### src/rtl/regfile_mp.sv
// Multi-port register file with hardwired-zero r0 and a post-reset scrub that clears every entry.
// Optional same-cycle write-to-read forwarding is enabled by defining REGFILE_BYPASS_EN.
module regfile_mp #(
  parameter int DATA_N = 32,
  parameter int SIZE   = 32,
  parameter int NUM_RP = 2,
  parameter int NUM_WP = 1
) (
  input  logic                              clk_i,
  input  logic                              rst_i,
  input  logic [NUM_WP-1:0]                 wr_en,
  input  logic [NUM_WP*$clog2(SIZE)-1:0]    wr_addr,
  input  logic [NUM_WP*DATA_N-1:0]          wr_data,
  input  logic [NUM_RP*$clog2(SIZE)-1:0]    rs_addr,
  output logic [NUM_RP*DATA_N-1:0]          rs_data,
  input  logic [$clog2(SIZE)-1:0]           dbg_addr,
  output logic [DATA_N-1:0]                 dbg_data,
  output logic                              init_done
);
  localparam int ADDR_W = $clog2(SIZE);

  typedef enum logic {SCRUB, READY} state_t;

  state_t            state_reg, state_next;
  logic [ADDR_W-1:0] scrub_cnt_reg, scrub_cnt_next;
  logic              init_done_reg;
  logic [DATA_N-1:0] regs [SIZE];

  always_ff @(posedge clk_i) begin
    if (rst_i) begin
      state_reg     <= SCRUB;
      scrub_cnt_reg <= '0;
      init_done_reg <= 1'b0;
    end else begin
      state_reg     <= state_next;
      scrub_cnt_reg <= scrub_cnt_next;
      init_done_reg <= (state_next == READY);
    end
  end

  always_comb begin
    state_next     = state_reg;
    scrub_cnt_next = scrub_cnt_reg;
    case (state_reg)
      SCRUB: begin
        scrub_cnt_next = scrub_cnt_reg + 1'b1;
        if (scrub_cnt_reg == ADDR_W'(SIZE - 1)) state_next = READY;
      end
      READY: state_next = READY;
      default: state_next = SCRUB;
    endcase
  end

  // Ascending port order makes the highest-numbered port win an address collision.
  always_ff @(posedge clk_i) begin
    if (!rst_i) begin
      if (state_reg == SCRUB) begin
        regs[scrub_cnt_reg] <= '0;
      end else begin
        for (int p = 0; p < NUM_WP; p++) begin
          if (wr_en[p] && (wr_addr[p*ADDR_W +: ADDR_W] != '0))
            regs[wr_addr[p*ADDR_W +: ADDR_W]] <= wr_data[p*DATA_N +: DATA_N];
        end
      end
    end
  end

  function automatic logic [DATA_N-1:0] read_port(input logic [ADDR_W-1:0] addr);
    logic [DATA_N-1:0] val;
    val = regs[addr];
`ifdef REGFILE_BYPASS_EN
    for (int p = 0; p < NUM_WP; p++) begin
      if (wr_en[p] && (wr_addr[p*ADDR_W +: ADDR_W] == addr))
        val = wr_data[p*DATA_N +: DATA_N];
    end
`endif
    // Unscrubbed contents and r0 must never leak out, forwarded or not.
    if (!init_done_reg || (addr == '0)) val = '0;
    return val;
  endfunction

  generate
    for (genvar gi = 0; gi < NUM_RP; gi++) begin : g_rd
      assign rs_data[gi*DATA_N +: DATA_N] = read_port(rs_addr[gi*ADDR_W +: ADDR_W]);
    end
  endgenerate

  assign dbg_data  = read_port(dbg_addr);
  assign init_done = init_done_reg;
endmodule
### config.mk
export PLATFORM = sky130hd
export DESIGN_NAME = regfile_mp
export DESIGN_NICKNAME = d
export VERILOG_FILES = /design/src/rtl/regfile_mp.sv
export SDC_FILE = /design/constraint.sdc
export NUM_CORES = 1
export LEC_CHECK = 0
export ABC_CLOCK_PERIOD_IN_PS = 5050
export CAP_MARGIN = 20
export CELL_PAD_IN_SITES_DETAIL_PLACEMENT = 2
export CELL_PAD_IN_SITES_GLOBAL_PLACEMENT = 2
export CORE_MARGIN = 2
export CORE_UTILIZATION = 45
export DETAILED_ROUTE_END_ITERATION = 12
export DONT_BUFFER_PORTS = 1
export PLACE_DENSITY = 0.78
export SLEW_MARGIN = 15
export SYNTH_ARGS = -nofsm -noshare
export SYNTH_HDL_FRONTEND = slang
export SYNTH_SLANG_ARGS = --single-unit
### constraint.sdc
create_clock -name clk_i -period 5.05 [get_ports clk_i]
set_input_delay 1.2625 -clock clk_i [delete_from_list [all_inputs] [get_ports clk_i]]
set_output_delay 1.2625 -clock clk_i [all_outputs]
set_load 0.01 [all_outputs]
==> reports/results.ini <==
[run_status]
status=finished, violations left
violations=slew limit, setup timing

[pwr]
powerDensity_nw_per_um2=301
vdd_drop_max_mv=0.356
p_leak_nw=18.7

[global_route]
grt_max_degree=260
grt_overflow_total=0
antenna_found_initial=15
grtUsageTotal_pct=34.7
grt_pass1_wl_microns=315000
grt_pass1_vias=39600

[die]
io_pins=152
chipHeight_microns=359
coreArea_sq_um=125000
die_area_sq_um=129000
num_rows=130
die_x_microns=359
initial_core_util_pct=45.2

[yosys]
synthFlopType=edfxtp_1
synth_area_sq_um=56600
async_reset_ff_share_pct=0
syn_avg_cell_area_sq_um=17.5
yosysWarnings=0
ys_types=47
ys_seq_area_share_pct=54.5
synthesis.instances=3228
synth-edff-count=1024
ys_ff_latch=1030
syn-num-nets=3285

[routing]
wl_per_cell_microns=45.2
drt_iter0_markers=5079
drcViolationCount=0
ant_nets=0
vias=37500
first_pass_iters=6
drt-total-wl_microns=224000
viasPerCell=7.57

[critical_path]
start_kind=input port
end_kind=primary output
cp.arrival_ps=4060
cp_data_required_time_ps=3790
setup.worst_path.class=input port to primary output
cp_max_fo=219

[sta]
timing.final.ws_setup_ps=-274
rsz0062_at_grt=false
fin_worst_skew_ps=27.2
slew_headroom_pct=-14.7
fin_crit_sh_pct=105
post-route-min-period_ps=5320
max_freq_mhz=188
report.final.slew_viol_count=118
worst_slew_pin_slew_ps=1720
setup_violations=18
hold_viol_final=0

[cells_and_area]
finish.utilization_pct=50.1
largest_reg_flops=1024
seq_area_sq_um=30900
area_delta_synth_final_pct=10.9
fillCellCount=10900
nets=3257
mostFrequentLayoutCell=edfxtp_1
final_layout_size_suffix_gt1_share_pct=32.7
final_cell_mix=1,024 x edfxtp_1, 604 x mux4_2, 521 x mux2i_1, 128 x buf_4, 113 x clkbuf_16
multiInputGateArea_sq_um=24600
instances_no_fill=4948

[clock_tree]
clock_path_buffers=3
clk_latency_ps=730
htree_levels=3
cts_made_buffers=112
clock-sinks=1030
ctsRootBufferMaster=clkbuf_16
cts_tree=done
clk_pin_slew_ps=60

[place]
gp_congestion=0.869
hpwlAfterDp_microns=132000
io_buffers=0
place_inst=4722

[hold_path]
hold_class=input port to flop

[run]
cap_violations=0

==> repair_timing <==
| item | CTS | global route |
|---|---|---|
| endpoints found under the setup margin | 1 | 1 |
| gates cloned | 0 | 0 |
| resized for setup | 1 | 1 |
| hold buffers | 0 | 0 |
| buffers inserted | 0 | 0 |
==> cell type report <==
class	count	share of cell area [%]
flip-flops and latches	1030	49.2
repair buffers	161	2.47
clock buffers	137	4.65
clock inverters	70	1.21
multi-input cells	1892	39.2
well taps	1650	3.29
diodes	5	0.0199
inverters	3	0.0179
==> power breakdown <==
group	switching, mW	leakage (nW)	internal (mW)	total [mW]
logic	0.434	8.94	0.607	1.04
clock network	3.60	1.81	4.86	8.47
registers	0.0512	7.98	9.33	9.38
==> synth_stat cells, drive strengths merged (36+ instances only) <==
master  instances  area [sq um]
nand2         103           387
edfxtp       1024         30700
nor2           38           145
o22a           47           412
and2           37           231
clkbuf        123           462
o221ai        111           972
buf           180           971
nand3          69           345
mux2i         521          5220
mux2           67           754
mux4          604         13600
a22oi          36           270
a21oi          69           345
==> kinds of logic (layout without fill, tap and decap cells) <==
logic type                 after synthesis  count (layout)  share of synthesized area [%]
AOI/OAI and AO/OA                      373             373                           5.44
xor gates and xnor gates                 3               3                         0.0464
adders and majority gates                2               2                         0.0442
buffers and inverters                  306             371                           2.55
DFF                                   1030            1030                           54.5
muxes                                 1192            1192                           34.6
other                                    0               5                              0
and+or+nand+nor                        322             322                           2.82
==> final timing paths <==
path                            cells past startpoint  slack [ps]             start          endpoint
worst min-delay path                                1         620             rst_i  scrub_cnt_reg[4]
worst min register to register                      2         640  scrub_cnt_reg[4]  scrub_cnt_reg[4]
worst max-delay path                                5        -270        rs_addr[5]       rs_data[32]
worst max register to register                      6         950         init_done       regs[8][16]
==> routing by layer <==
metal | wire (microns) | global-route usage (%) | vias up
met5 | 84 | 0 | -
met4 | 13200 | 18.1 | 12
met3 | 25300 | 9.51 | 686
met2 | 104000 | 54.3 | 2647
met1 | 80600 | 44.5 | 20200
li1 | - | - | 13900
==> per-stage QoR <==
stage               cell area, sq um  power, mW  hold slack, ps  TNS, ps  setup slack, ps
finish                         62800       18.9             617    -2130             -274
global route                   62800       19.2             606        0             27.1
CTS                            62500       18.9             583        0              257
detailed placement             58900       10.5             635    -27.5            -27.5
global placement               58900       10.5             611    -8.00            -8.00
floorplan                      56600       10.6             552        0             29.8
==> critical path, cell delays in order <==
cell	delay, ps
mux4_2	890
mux2i_1	220
o22a_1	180
o221ai_1	540
buf_4	380
No activity file was read; power rests on OpenSTA's default activity.
